File: src/rtl/binary_div_8_4_uni_pkg.sv
// Shared definitions for the 8/4 unsigned restoring divider.
package binary_div_8_4_uni_pkg;

  localparam int unsigned DIV_N_W = 8;
  localparam int unsigned DIV_D_W = 4;
  localparam int unsigned LATENCY = DIV_N_W + 1;

  typedef enum logic [1:0] {
    IDLE = 2'd0,
    CALC = 2'd1,
    DONE = 2'd2
  } state_t;

endpackage

File: src/rtl/binary_div_8_4_uni_step.sv
// One restoring-division step: shift in a dividend bit, subtract D if it fits.
module binary_div_step #(
  parameter int unsigned D_W = 4
) (
  input  logic [D_W-1:0] i_rem,
  input  logic           i_bit,
  input  logic [D_W-1:0] i_d,
  output logic [D_W-1:0] o_rem,
  output logic           o_q_bit
);

  logic [D_W:0] w_t;
  logic [D_W:0] w_diff;

  // The kept remainder is always < D (or the raw trial value), so it fits D_W bits.
  always_comb begin
    w_t     = {i_rem, i_bit};
    w_diff  = w_t - {1'b0, i_d};
    o_q_bit = (w_t >= {1'b0, i_d});
    o_rem   = D_W'(o_q_bit ? w_diff : w_t);
  end

endmodule

File: src/rtl/binary_div_8_4_uni.sv
// Sequential unsigned restoring divider, one quotient bit per enabled cycle.
module binary_div_8_4_uni
  import binary_div_8_4_uni_pkg::*;
#(
  parameter int unsigned N_W = DIV_N_W,
  parameter int unsigned D_W = DIV_D_W
) (
  input  logic           clk,
  input  logic           rst_n,
  input  logic           en,
  input  logic           start,
  input  logic [N_W-1:0] N,
  input  logic [D_W-1:0] D,
  output logic [N_W-1:0] Q,
  output logic [D_W-1:0] R,
  output logic           busy,
  output logic           done,
  output logic           div_by_zero
);

  localparam int unsigned CNT_W = (N_W > 1) ? $clog2(N_W) : 1;

  state_t         r_state;
  state_t         w_next;
  logic [N_W-1:0] r_shift;
  logic [N_W-1:0] r_q;
  logic [D_W-1:0] r_rem;
  logic [D_W-1:0] r_d;
  logic [D_W-1:0] r_n_lo;
  logic [D_W-1:0] r_r;
  logic [CNT_W-1:0] r_cnt;
  logic           r_busy;
  logic           r_done;
  logic           r_dbz;
  logic           w_accept;
  logic           w_step;
  logic           w_finish;
  logic           w_last;
  logic [D_W-1:0] w_rem_nxt;
  logic           w_qbit;

  binary_div_step #(.D_W(D_W)) u_step (
    .i_rem   (r_rem),
    .i_bit   (r_shift[N_W-1]),
    .i_d     (r_d),
    .o_rem   (w_rem_nxt),
    .o_q_bit (w_qbit)
  );

  always_ff @(posedge clk) begin
    if (!rst_n)  r_state <= IDLE;
    else if (en) r_state <= w_next;
  end

  always_comb begin
    w_last = (r_cnt == CNT_W'(N_W - 1));
    w_next = r_state;
    unique case (r_state)
      IDLE:    if (start) w_next = CALC;
      CALC:    if (w_last) w_next = DONE;
      DONE:    w_next = IDLE;
      default: w_next = IDLE;
    endcase
  end

  always_comb begin
    w_accept = (r_state == IDLE) && start;
    w_step   = (r_state == CALC);
    w_finish = (r_state == DONE);
  end

  // Quotient bits replace dividend bits in the same shift register as they are consumed.
  always_ff @(posedge clk) begin
    if (!rst_n) begin
      r_shift <= '0;
      r_rem   <= '0;
      r_d     <= '0;
      r_n_lo  <= '0;
      r_cnt   <= '0;
      r_q     <= '0;
      r_r     <= '0;
      r_busy  <= 1'b0;
      r_done  <= 1'b0;
      r_dbz   <= 1'b0;
    end else if (en) begin
      r_done <= 1'b0;
      if (w_accept) begin
        r_d     <= D;
        r_n_lo  <= N[D_W-1:0];
        r_rem   <= '0;
        r_shift <= N;
        r_cnt   <= '0;
        r_busy  <= 1'b1;
      end
      if (w_step) begin
        r_rem   <= w_rem_nxt;
        r_shift <= {r_shift[N_W-2:0], w_qbit};
        r_cnt   <= r_cnt + CNT_W'(1);
      end
      if (w_finish) begin
        r_busy <= 1'b0;
        r_done <= 1'b1;
        if (r_d == '0) begin
          r_q   <= '1;
          r_r   <= r_n_lo;
          r_dbz <= 1'b1;
        end else begin
          r_q   <= r_shift;
          r_r   <= r_rem;
          r_dbz <= 1'b0;
        end
      end
    end
  end

  assign Q           = r_q;
  assign R           = r_r;
  assign busy        = r_busy;
  assign done        = r_done;
  assign div_by_zero = r_dbz;

endmodule
File: config.mk
export PLATFORM = sky130hd
export DESIGN_NAME = binary_div_8_4_uni
export DESIGN_NICKNAME = d
export VERILOG_FILES = /design/src/rtl/binary_div_8_4_uni_pkg.sv /design/src/rtl/binary_div_8_4_uni_step.sv /design/src/rtl/binary_div_8_4_uni.sv
export SDC_FILE = /design/constraint.sdc
export NUM_CORES = 1
export LEC_CHECK = 0
export ABC_AREA = 1
export ABC_CLOCK_PERIOD_IN_PS = 3300
export CORE_ASPECT_RATIO = 0.5
export CORE_UTILIZATION = 38
export CTS_BUF_LIST = sky130_fd_sc_hd__clkbuf_16
export CTS_CLUSTER_DIAMETER = 120
export DETAILED_ROUTE_END_ITERATION = 10
export PLACE_DENSITY = 0.66
export SLEW_MARGIN = 20
export SYNTH_ARGS = -nofsm -noshare
export SYNTH_HDL_FRONTEND = slang
export SYNTH_SLANG_ARGS = --single-unit
File: constraint.sdc
create_clock -name clk -period 3.3 [get_ports clk]
set_input_delay 0.99 -clock clk [delete_from_list [all_inputs] [get_ports clk]]
set_output_delay 0.99 -clock clk [all_outputs]
set_load 0.02 [all_outputs]
* Word-level counts from Yosys, hierarchy flattened
Cells that the tools add are included.
Widths: inputs -> output; s select.
** Word-level totals
- Flip-flop bits (word level) :: 40
- Input bits :: 16
- Output and inout bits :: 15
- Word-level logic and storage cells :: 45
** Operators by class
- Add/sub/neg operators :: 2
- $lt $le $gt $ge :: 1
- Equal/unequal tests :: 5
- Mux-type cells :: 16
- Reductions and logical operators :: 10
** Operators by type and width (number)
- $mux 8 :: 3
- $mux 4 :: 4
- $reduce_and 2->1 :: 4
- $mux 3 :: 2
- $ge 5x4->1 :: 1
- $logic_not 4->1 :: 1
- $mux 1 :: 4
- $mux 2 :: 2
- $pmux 2 s2 :: 1
- $reduce_bool 2->1 :: 2
- $sub 4x4->4 :: 1
- $add 3x1->3 const B :: 1
- $eq 3x3->1 const B :: 1
- $reduce_and 3->1 :: 1
- $eq 2x1->1 const B :: 1
- $eq 2x2->1 const B :: 1
- $logic_not 2->1 :: 1
- $ne 2x1->1 const B :: 1
- $ne 2x2->1 const B :: 1
- $logic_and 1x1->1 :: 1

* Longest topological paths before layout
Gate-level depths: netlist of run 1.
- Word-level depth :: 4
- Gate-level depth with buffers :: 11
- Gate-level depth less buffers :: 11

* By module
Synthesis of run 1 repeated with hierarchy kept, for this count alone.
** Unflattened totals
- Cells, all modules :: 283
- Area, all modules :: 1956.9 um2
** Modules (own cells, without submodules)
- binary_div_8_4_uni :: instances 1, cells an instance 244, area an instance 1702.9 um2, seq. area each 800.8 um2
- binary_div_step :: instances 1, cells an instance 39, area an instance 254.0 um2, seq. area each 0.0 um2

* Least setup slack after synthesis of run 1
Ideal clock, no wire load.
- Path type :: input to register
- Start point :: input port start
- End point :: register r_rem[3]
- Setup time :: 131 ps
- Arrival :: 1506 ps
- Required time :: 3169 ps
- Slack :: 1663 ps
- Stages :: 6
- Buffers on the path :: 1
- Path through :: nand4_4 > nand2_4 > inv_6 > buf_12 > nand2_2 > a21oi_2
** On the way
- Cells in the longest elaborated chain, start to end :: 3
** Ends and longest elaborated chain
- start: declaration :: line binary_div_8_4_uni.sv:11 : input logic start,
- $logic_and 1x1->1 :: line binary_div_8_4_uni.sv:67 : w_accept = (r_state == IDLE) && start;
- $reduce_bool 2->1 (no line)
- $reduce_and 2->1 (no line)
- end signal: assignment :: line binary_div_8_4_uni.sv:96 : r_rem <= w_rem_nxt;
- end: declaration :: line binary_div_8_4_uni.sv:27 : logic [D_W-1:0] r_rem;
Every way passes these cells.
A chain may end at the register's enable or synchronous reset.

* Worst setup path after layout of run 1
- Start point :: input port en
- End point :: register r_r[0] (netlist: R[0])
** On the way
- Cells in the longest elaborated chain, start to end :: 1
** Ends and longest elaborated chain
- start: declaration :: line binary_div_8_4_uni.sv:10 : input logic en,
- $reduce_and 2->1 (no line)
- end signal: assignment :: line binary_div_8_4_uni.sv:105 : r_r <= r_n_lo;
- end signal: assignment :: line binary_div_8_4_uni.sv:109 : r_r <= r_rem;
- end: declaration :: line binary_div_8_4_uni.sv:30 : logic [D_W-1:0] r_r;
Every way passes these cells.

==> impl_metrics.json, run 1 <==
{
  "vias": 1603,
  "grt_pass1_vias": 1422,
  "synth_cell_type_count": 30,
  "grt_setup_unrepaired": "no",
  "h-tree-depth": 2,
  "cts_resized": 0,
  "grtUsageTotal_pct": 16.5,
  "setup_tns_ns": 0,
  "status": "finished, final reports clean",
  "die-area_sq_mm": 0.00515,
  "grt_pass1_wl_mm": 6.46,
  "maxCapViolations": 0,
  "cts.sinks": 40,
  "drive_above_1_share_pct": 8.68,
  "root_buffer": "clkbuf_16",
  "final_hold_viol_count": 0,
  "worstPathRequired_ns": 3.47,
  "syn_area_per_cell_sq_um": 7.85,
  "synth_area_leader_cell": "dfxtp_1",
  "crit_path_end_kind": "register",
  "overflow": 0,
  "numPortBuffers": 30,
  "grt_max_degree": 26,
  "fin_nets": 287,
  "syn_inst": 235,
  "gp_congestion": 0.802,
  "p_total_mw": 1.20,
  "start_kind": "primary input",
  "synthArstFlopShare_pct": 0,
  "postCtsSetupRepairBufs": 0,
  "p_int_uw": 872,
  "setup_violations": 0,
  "dr.first_iter.drc_count": 103,
  "finalMaxSlewViolations": 0,
  "drtPass1Iterations": 4,
  "num-fill-cells": 446,
  "p_per_area_mw_per_mm2": 520,
  "p_comb_share_pct": 18.9,
  "grtUsageMet1_pct": 21.7,
  "cts_tree": "yes",
  "synth_top_cells_by_area": "dfxtp_1, o21ai_0, nand2_1",
  "worst_pin_slew_ns": 0.690,
  "p_seq_share_pct": 44.3,
  "drcViolationCount": 0,
  "worstSetupPathType": "primary input to register",
  "finalClockSkew_ns": 0.00367,
  "synth_most_common_cell": "dfxtp_1",
  "io_pins": 31,
  "yosys_warnings": 0,
  "initial_core_util_pct": 40.7,
  "clock_power_share_pct": 36.8,
  "synth_top_area_share_pct": 43.4,
  "critPathArrivalTime_ns": 2.43,
  "multi_input_area_sq_um": 838,
  "clockBufferDepth": 2,
  "clkLatencyLatePin_ns": 0.28,
  "antenna_left": 0,
  "gr-usage-met3_pct": 3.97,
  "synth_seq_area_share_pct": 43.4,
  "clk_pin_slew_worst_paths_ns": 0.05,
  "hp-class": "register to register",
  "synth_edf_count": 0,
  "crit_fanout": 21,
  "routedWlPerCell_um": 12.2,
  "leakage_nw": 0.950,
  "irDropWorstVdd_mv": 0.185,
  "core-area_sq_mm": 0.00453,
  "cts_hold_buf": 0,
  "synth.top_cells.by_count": "dfxtp_1, nand2_1, inv_1, o21ai_0, a21oi_1",
  "ys_dominant_reg_cell": "dfxtp_1",
  "dpl.hpwl_mm": 2.95,
  "synth_area_sq_mm": 0.00184,
  "synth-seq-cells": 40,
  "p_switching_uw": 328,
  "wl_mm": 4.03,
  "register_area_sq_um": 801,
  "top_usage_layer": "met2",
  "min_period_ns": 2.26,
  "n_antenna_cell": 0,
  "fin_crit_sh_pct": 68.3,
  "syn_nets": 258,
  "timing.fmax_ghz": 0.443,
  "p_sw_share_pct": 27.4,
  "viasPerCell": 4.84,
  "fp.dieW_um": 101,
  "met2_usage_pct": 26.5,
  "antenna_found_initial": 0,
  "area_growth_pct": 25.0,
  "final_cells": 331,
  "rows": 17,
  "placed_cells": 323,
  "slew_headroom_pct": 53.8,
  "die_y_um": 51.3,
  "cts_buffers": 5
}
logic make-up after synthesis:
family / synth area share (%)
fa+ha+maj: 5.16
compound gates: 22.7
buf+inv: 11.1
flops: 43.4
simple gates: 17.2
xor+xnor: 0.475
worst paths after layout:
check,start,end,slack (ns),depth (start not counted)
max reg2reg,r_d[1],R[2],1.63,6
max,en,R[0],1.05,6
min reg2reg,r_n_lo[1],r_n_lo[1],0.45,2
min,r_n_lo[1],r_n_lo[1],0.45,2
power groups by stage:
stage               Sequential (mW)  Combinational [mW]  Clock (mW)
finish                        0.531               0.227       0.442
global placement              0.541               0.218           0
floorplan                     0.549               0.150           0
CTS                           0.531               0.227       0.451
detailed placement            0.542               0.225           0
global route                  0.534               0.252       0.470
sequential cells by signal (all words and copies together) (netlist names):
register and count:
R 4, div_by_zero 1, r_d 4, r_cnt 3
Q 8, r_n_lo 4, busy 1, done 1
r_shift 8, r_state 2, r_rem 4
cell usage in the layout, fill, tap and decap left out, types with 2 or more instances in the layout:
cell type and count:
nand2_2 5, a31oi_1 7, a21oi_2 3, inv_1 33, o21ai_0 31, nand3_1 12
nand2_1 39, o211ai_1 4, ha_1 6, a21oi_1 29, clkbuf_16 5, inv_2 4
clkdlybuf4s50_1 30, nor2_1 3, o21ai_1 2, dfxtp_1 40
layout make-up:
cell class	count	share of cell area, %
timing repair buffer	31	13.3
tap	66	3.58
clock inverter	3	0.488
sequential	40	34.7
multi-input combinational	150	36.4
clock buffer	5	5.43
inverter	36	6.08
metrics by stage:
stage | hold WS, ns | cell area (sq um) | util, % | setup WS [ns]
after floorplan | 0.425 | 1840 | - | 1.66
after global placement | 0.436 | 2170 | 47.9 | 0.768
after detailed placement | 0.441 | 2170 | 47.9 | 0.756
after CTS | 0.449 | 2310 | 50.9 | 1.05
after global routing | 0.474 | 2310 | 50.9 | 0.900
final | 0.448 | 2310 | 50.9 | 1.05
metal layers:
metal / routed length, um / part of all wire (%)
met5: 0 / 0
met3: 175 / 4.3
met2: 1770 / 44
met1: 2030 / 50
met4: 57 / 1.4
critical path: stages:
cell	delay, ns
clkdlybuf4s50_1	0.59
nand3_2	0.23
inv_2	0.33
nand3_1	0.13
o211ai_1	0.10
inv_1	0.05
Power figures use the tool's default switching activity.
==> inputs of run 2 (changes only) <==
--- a/config.mk
+++ b/config.mk
@@ -6,13 +6,13 @@
 export NUM_CORES = 1
 export LEC_CHECK = 0
 export ABC_AREA = 1
-export ABC_CLOCK_PERIOD_IN_PS = 3300
+export ABC_CLOCK_PERIOD_IN_PS = 1800
 export CORE_ASPECT_RATIO = 0.5
 export CORE_UTILIZATION = 38
 export CTS_BUF_LIST = sky130_fd_sc_hd__clkbuf_16
 export CTS_CLUSTER_DIAMETER = 120
 export DETAILED_ROUTE_END_ITERATION = 10
-export PLACE_DENSITY = 0.66
+export PLACE_DENSITY = 0.69
 export SLEW_MARGIN = 20
 export SYNTH_ARGS = -nofsm -noshare
 export SYNTH_HDL_FRONTEND = slang
==> constraint.sdc (replaced) <==
create_clock -name clk -period 1.8 [get_ports clk]
set_input_delay 0.54 -clock clk [delete_from_list [all_inputs] [get_ports clk]]
set_output_delay 0.54 -clock clk [all_outputs]
set_load 0.02 [all_outputs]
==> run 2 against run 1 <==
Global-route usage rose by 1.8 points. Critical endpoint is now Q[5]. Worst hold slack barely moved. Cell area rose by 4.1%. Clock skew rose by 0.0015 ns. Combinational power rose by 94%. Largest power group unchanged. Utilization rose by 2.1 points. Final cell count rose by 3.3%. Routed wire length rose by 8.1%. Register-to-register slack got worse by 1.5 ns. Clock power rose by 91%. Critical path type is now register to primary output. Die area did not move.
==> impl_metrics.json, run 2 (same netlist as run 1, synthesis figures left out) <==
{
  "io_pins": 31,
  "cts_tree": "yes",
  "reg2reg_to": "r_rem[3]",
  "grtUsageTotal_pct": 18.3,
  "numPortBuffers": 30,
  "crit_end": "Q[5]",
  "p_per_area_mw_per_mm2": 943,
  "gr-usage-met3_pct": 3.42,
  "maxCapViolations": 0,
  "final_common_cell": "dfxtp_1",
  "drtPass1Iterations": 6,
  "die_y_um": 51.3,
  "die-area_sq_mm": 0.00515,
  "postCtsSetupRepairBufs": 0,
  "fin_area_sq_mm": 0.00240,
  "met2_usage_pct": 29.0,
  "crit_fanout": 2,
  "irDropWorstVdd_mv": 0.369,
  "clockBufferDepth": 2,
  "routedWlPerCell_um": 12.7,
  "finalMaxSlewViolations": 0,
  "cp.depth": 1,
  "worstSetupPathType": "register to primary output",
  "clk_pin_slew_worst_paths_ns": 0.06,
  "worstPathRequired_ns": 1.26,
  "setup.worst_path.start": "Q[5]",
  "grt_setup_unrepaired": "no",
  "h-tree-depth": 2,
  "grtUsageMet1_pct": 24.9,
  "fin_nets": 298,
  "top_usage_layer": "met2",
  "cts_hold_buf": 0,
  "clkLatencyLatePin_ns": 0.28,
  "final_hold_viol_count": 0,
  "drcViolationCount": 0,
  "viasPerCell": 4.92,
  "fp.dieW_um": 101,
  "fin_crit_sh_pct": 98.4,
  "rows": 17,
  "timing.fmax_ghz": 0.564,
  "antenna_found_initial": 0,
  "worst_path_largest_cell_delay_ns": 0.61,
  "overflow": 0,
  "final_cell_mix": "dfxtp_1, nand2_1, inv_1, o21ai_0, a21oi_1",
  "hold_depth": 2,
  "worst_pin_slew_ns": 0.454,
  "initial_core_util_pct": 40.7,
  "pre_cts_ws_ns": -0.0607,
  "area_growth_pct": 30.1,
  "cpLargestDelayFamily": "buffers and inverters",
  "cts_buffers": 5,
  "vias": 1682,
  "start_kind": "register",
  "dpl.hpwl_mm": 3.21,
  "setup_violations": 0,
  "slew_headroom_pct": 69.7,
  "min_period_ns": 1.77,
  "finalClockSkew_ns": 0.00518,
  "drive_above_1_share_pct": 12.7,
  "regToRegSetupSlack_ns": 0.14,
  "path_cells": "clkdlybuf4s50_1",
  "gp_congestion": 0.862,
  "root_buffer": "clkbuf_16",
  "fin_ws_ns": 0.0285,
  "wl_mm": 4.36,
  "grt_max_degree": 20,
  "fin_hold_ws_ns": 0.448,
  "status": "finished, final reports clean",
  "grt_pass1_vias": 1550,
  "leakage_nw": 1.05,
  "place_area_sq_mm": 0.00225,
  "critPathArrivalTime_ns": 1.23,
  "antenna_left": 0,
  "crit_path_end_kind": "primary output",
  "rr_worst_depth": 8,
  "cts.sinks": 40,
  "hp-class": "register to register",
  "cp_slowest_cell": "clkdlybuf4s50_1",
  "core-area_sq_mm": 0.00453,
  "num-fill-cells": 417,
  "path_buf_inv": 1,
  "r2r_start": "r_rem[1]",
  "n_antenna_cell": 0,
  "grt_pass1_wl_mm": 7.18,
  "dr.first_iter.drc_count": 74
}
run 2: power breakdown:
| group | leakage (nW) | internal (mW) | switching [mW] |
|---|---|---|---|
| Combinational | 0.654 | 0.175 | 0.266 |
| Clock | 0.0687 | 0.503 | 0.343 |
| Sequential | 0.327 | 0.943 | 0.0329 |
run 2: metrics by stage:
stage	setup TNS [ns]	utilization, %	instances	total power, mW
6_report	0	53.0	342	2.26
5_1_grt	0	53.0	342	2.36
4_1_cts	0	52.8	342	2.26
3_5_place_dp	-0.754	49.7	334	1.43
3_3_place_gp	-0.0719	49.7	334	1.42
2_1_floorplan	0	-	235	1.28
run 2: cell type report:
type	count	area, sq um	share of cell area (%)
Clock buffer	5	125	5.21
Clock inverter	3	15.0	0.626
Inverter	36	140	5.84
Multi-Input combinational cell	150	838	34.9
Sequential cell	40	801	33.4
Tap cell	66	82.6	3.44
Timing Repair Buffer	42	398	16.6
run 2: timing repair:
action / 4_1_cts / 5_1_grt
endpoints found under the setup margin: 0 / 3
endpoints found under the hold margin: 0 / 0
gates resized for setup: 0 / 3
run 2: how the worst min path moves through the flow:
stage	start	end	slack (ns)
3_3_place_gp	r_n_lo[2]	r_n_lo[2]	0.43
2_1_floorplan	r_n_lo[1]	r_n_lo[1]	0.42
6_report	r_n_lo[2]	r_n_lo[2]	0.45
5_1_grt	r_n_lo[2]	r_n_lo[2]	0.48
4_1_cts	r_n_lo[2]	r_n_lo[2]	0.45
3_5_place_dp	r_n_lo[2]	r_n_lo[2]	0.44
run 2: metal layers:
| metal | part of all wire [%] | vias to the layer above |
|---|---|---|
| met5 | 0 | - |
| met4 | 0.99 | 0 |
| met3 | 3.8 | 5 |
| met2 | 43 | 31 |
| met1 | 52 | 786 |
| li1 | - | 860 |
==> inputs of run 3 (changes only) <==
--- a/config.mk
+++ b/config.mk
@@ -6,13 +6,14 @@
 export NUM_CORES = 1
 export LEC_CHECK = 0
 export ABC_AREA = 1
-export ABC_CLOCK_PERIOD_IN_PS = 1800
-export CORE_ASPECT_RATIO = 0.5
+export ABC_CLOCK_PERIOD_IN_PS = 1700
+export CORE_ASPECT_RATIO = 0.75
+export CORE_MARGIN = 3
 export CORE_UTILIZATION = 38
 export CTS_BUF_LIST = sky130_fd_sc_hd__clkbuf_16
 export CTS_CLUSTER_DIAMETER = 120
 export DETAILED_ROUTE_END_ITERATION = 10
-export PLACE_DENSITY = 0.69
+export PLACE_DENSITY = 0.66
 export SLEW_MARGIN = 20
 export SYNTH_ARGS = -nofsm -noshare
 export SYNTH_HDL_FRONTEND = slang
==> constraint.sdc (replaced) <==
create_clock -name clk -period 1.7 [get_ports clk]
set_input_delay 0.51 -clock clk [delete_from_list [all_inputs] [get_ports clk]]
set_output_delay 0.51 -clock clk [all_outputs]
set_load 0.02 [all_outputs]
==> run 3 against run 2 <==
Flip-flop and latch count stayed put. Register-to-register slack improved by 0.02 ns. First-iteration DRC count is 19% higher. Critical endpoint is now r_rem[3]. Sequential power grew 6%. Clock skew down 0.0016 ns. Via count fell by 1.0%. Clock-buffer cell count stayed put.
==> impl_metrics.json, run 3 (same netlist as run 1, synthesis figures left out) <==
{
  "status": "finished, final reports clean",
  "finalMaxSlewViolations": 0,
  "vias": 1665,
  "rows": 21,
  "area_growth_pct": 32.7,
  "cts_tree": "yes",
  "clock_power_share_pct": 41.0,
  "routedWlPerCell_um": 12.9,
  "hp-class": "register to register",
  "dr.first_iter.drc_count": 88,
  "setup.worst_path.start": "r_rem[1]",
  "final_cells": 334,
  "regToRegSetupSlack_ns": 0.16,
  "viasPerCell": 4.99,
  "die-area_sq_mm": 0.00573,
  "grt_pass1_wl_mm": 7.32,
  "fin_crit_sh_pct": 90.3,
  "clkLatencyLatePin_ns": 0.28,
  "worstSetupPathType": "register to register",
  "h-tree-depth": 2,
  "drtPass1Iterations": 4,
  "cp.depth": 8,
  "irDropWorstVdd_mv": 0.578,
  "grt_max_degree": 20,
  "gp_congestion": 0.797,
  "die_y_um": 66.3,
  "worst_pin_slew_ns": 0.361,
  "core-area_sq_mm": 0.00457,
  "initial_core_util_pct": 40.3,
  "cts.sinks": 40,
  "io_pins": 31,
  "placed_cells": 326,
  "grt_setup_unrepaired": "no",
  "fp.dieW_um": 86.4,
  "cts_buffers": 5,
  "slew_headroom_pct": 75.8,
  "min_period_ns": 1.54,
  "grtUsageTotal_pct": 16.3,
  "wl_mm": 4.31,
  "cp_slowest_cell": "dfxtp_1",
  "n_antenna_cell": 0,
  "clk_pin_slew_worst_paths_ns": 0.05,
  "hold_depth": 2,
  "final_cell_mix": "dfxtp_1, nand2_1, inv_1, o21ai_0, a21oi_1",
  "p_comb_share_pct": 18.4,
  "antenna_found_initial": 0,
  "numPortBuffers": 30,
  "crit_path_end_kind": "register",
  "start_kind": "register",
  "setup_violations": 0,
  "crit_fanout": 5,
  "fin_area_sq_mm": 0.00245,
  "finalClockSkew_ns": 0.00357,
  "rr_worst_depth": 8,
  "leakage_nw": 1.10,
  "clockBufferDepth": 2,
  "cpLargestDelayFamily": "flip-flops",
  "antenna_left": 0,
  "worst_path_largest_cell_delay_ns": 0.46,
  "overflow": 0,
  "dpl.hpwl_mm": 3.12,
  "final_hold_viol_count": 0,
  "p_sw_share_pct": 26.3,
  "p_seq_share_pct": 40.7,
  "p_int_mw": 1.87,
  "maxCapViolations": 0,
  "fin_hold_ws_ns": 0.455,
  "path_buf_inv": 0,
  "fin_nets": 299,
  "r2r_start": "r_rem[1]",
  "worstPathRequired_ns": 1.92,
  "critPathArrivalTime_ns": 1.75,
  "p_per_area_mw_per_mm2": 1040,
  "root_buffer": "clkbuf_16",
  "cts_hold_buf": 0,
  "p_switching_uw": 669,
  "place_area_sq_mm": 0.00229,
  "drive_above_1_share_pct": 13.7,
  "num-fill-cells": 450,
  "path_cells": "ha_4 > a21oi_2 > nand2_1 > nand2_2 > nand2_2 > nand2_1 > nand3_1 > a21oi_2",
  "final_common_cell": "dfxtp_1",
  "grt_pass1_vias": 1540,
  "hp-start": "r_n_lo[2]",
  "timing.fmax_ghz": 0.651,
  "drcViolationCount": 0
}
## run 3: changes by cell type in the layout (fill, tap and decap cells not counted)
cell / delta
bufinv_16: +1
clkdlybuf4s50_1: -13
dlymetal6s2s_1: -2
ha_4: +1
buf_12: +3
inv_1: -1
buf_4: -2
dlygate4sd2_1: +15
nand2_2: +1
ha_1: -1
clkinvlp_4: -1
clkinv_1: +1
nand2_1: -1
## run 3: final cells by class
type                    count  area [sq um]  share of cell area (%)
clock buffers               5           125                    5.11
clock inverters             3          37.5                    1.53
inverters                  36           140                    5.73
multi-input cells         150           853                    34.9
flip-flops and latches     40           801                    32.7
well taps                  57          71.3                    2.91
repair buffers             43           419                    17.1
## run 3: worst min-delay path, delay by kind of cell (launching register included)
family          cells  cell delay (ns)
buf+inv             1             0.06
compound gates      1             0.06
flops               1             0.29
## run 3: final timing paths
check / to
max: r_rem[3]
min: r_n_lo[2]
max reg2reg: r_rem[3]
min reg2reg: r_n_lo[2]
## run 3: routing by layer
layer / wire (um) / global-route usage (%)
met1: 2300 / 24.3
met2: 1730 / 21.9
met3: 196 / 4.73
met4: 87 / 6.03
met5: 0 / 0
## run 3: repair_timing
action                                  4_1_cts  5_1_grt
buffers inserted                              0        0
gates resized for setup                      15        3
endpoints found under the hold margin         0        0
endpoints found under the setup margin       15        6
## run 3: power by group through the flow
stage	clock [mW]	combinational, mW	sequential (mW)
6_report	1.04	0.467	1.03
3_5_place_dp	0	0.470	1.05
3_3_place_gp	0	0.464	1.05
2_1_floorplan	0	0.291	1.06
5_1_grt	1.10	0.528	1.04
4_1_cts	1.05	0.462	1.03
## run 3: per-stage QoR
stage                     TNS (ns)  utilization (%)  setup slack, ns  power [mW]
after CTS                        0             53.1            0.101        2.55
after detailed placement     -3.96             50.0           -0.188        1.52
after global placement       -2.99             50.0           -0.153        1.52
after floorplan                  0                -            0.288        1.36
final                            0             53.5            0.164        2.54
after global routing             0             53.5           0.0212        2.67
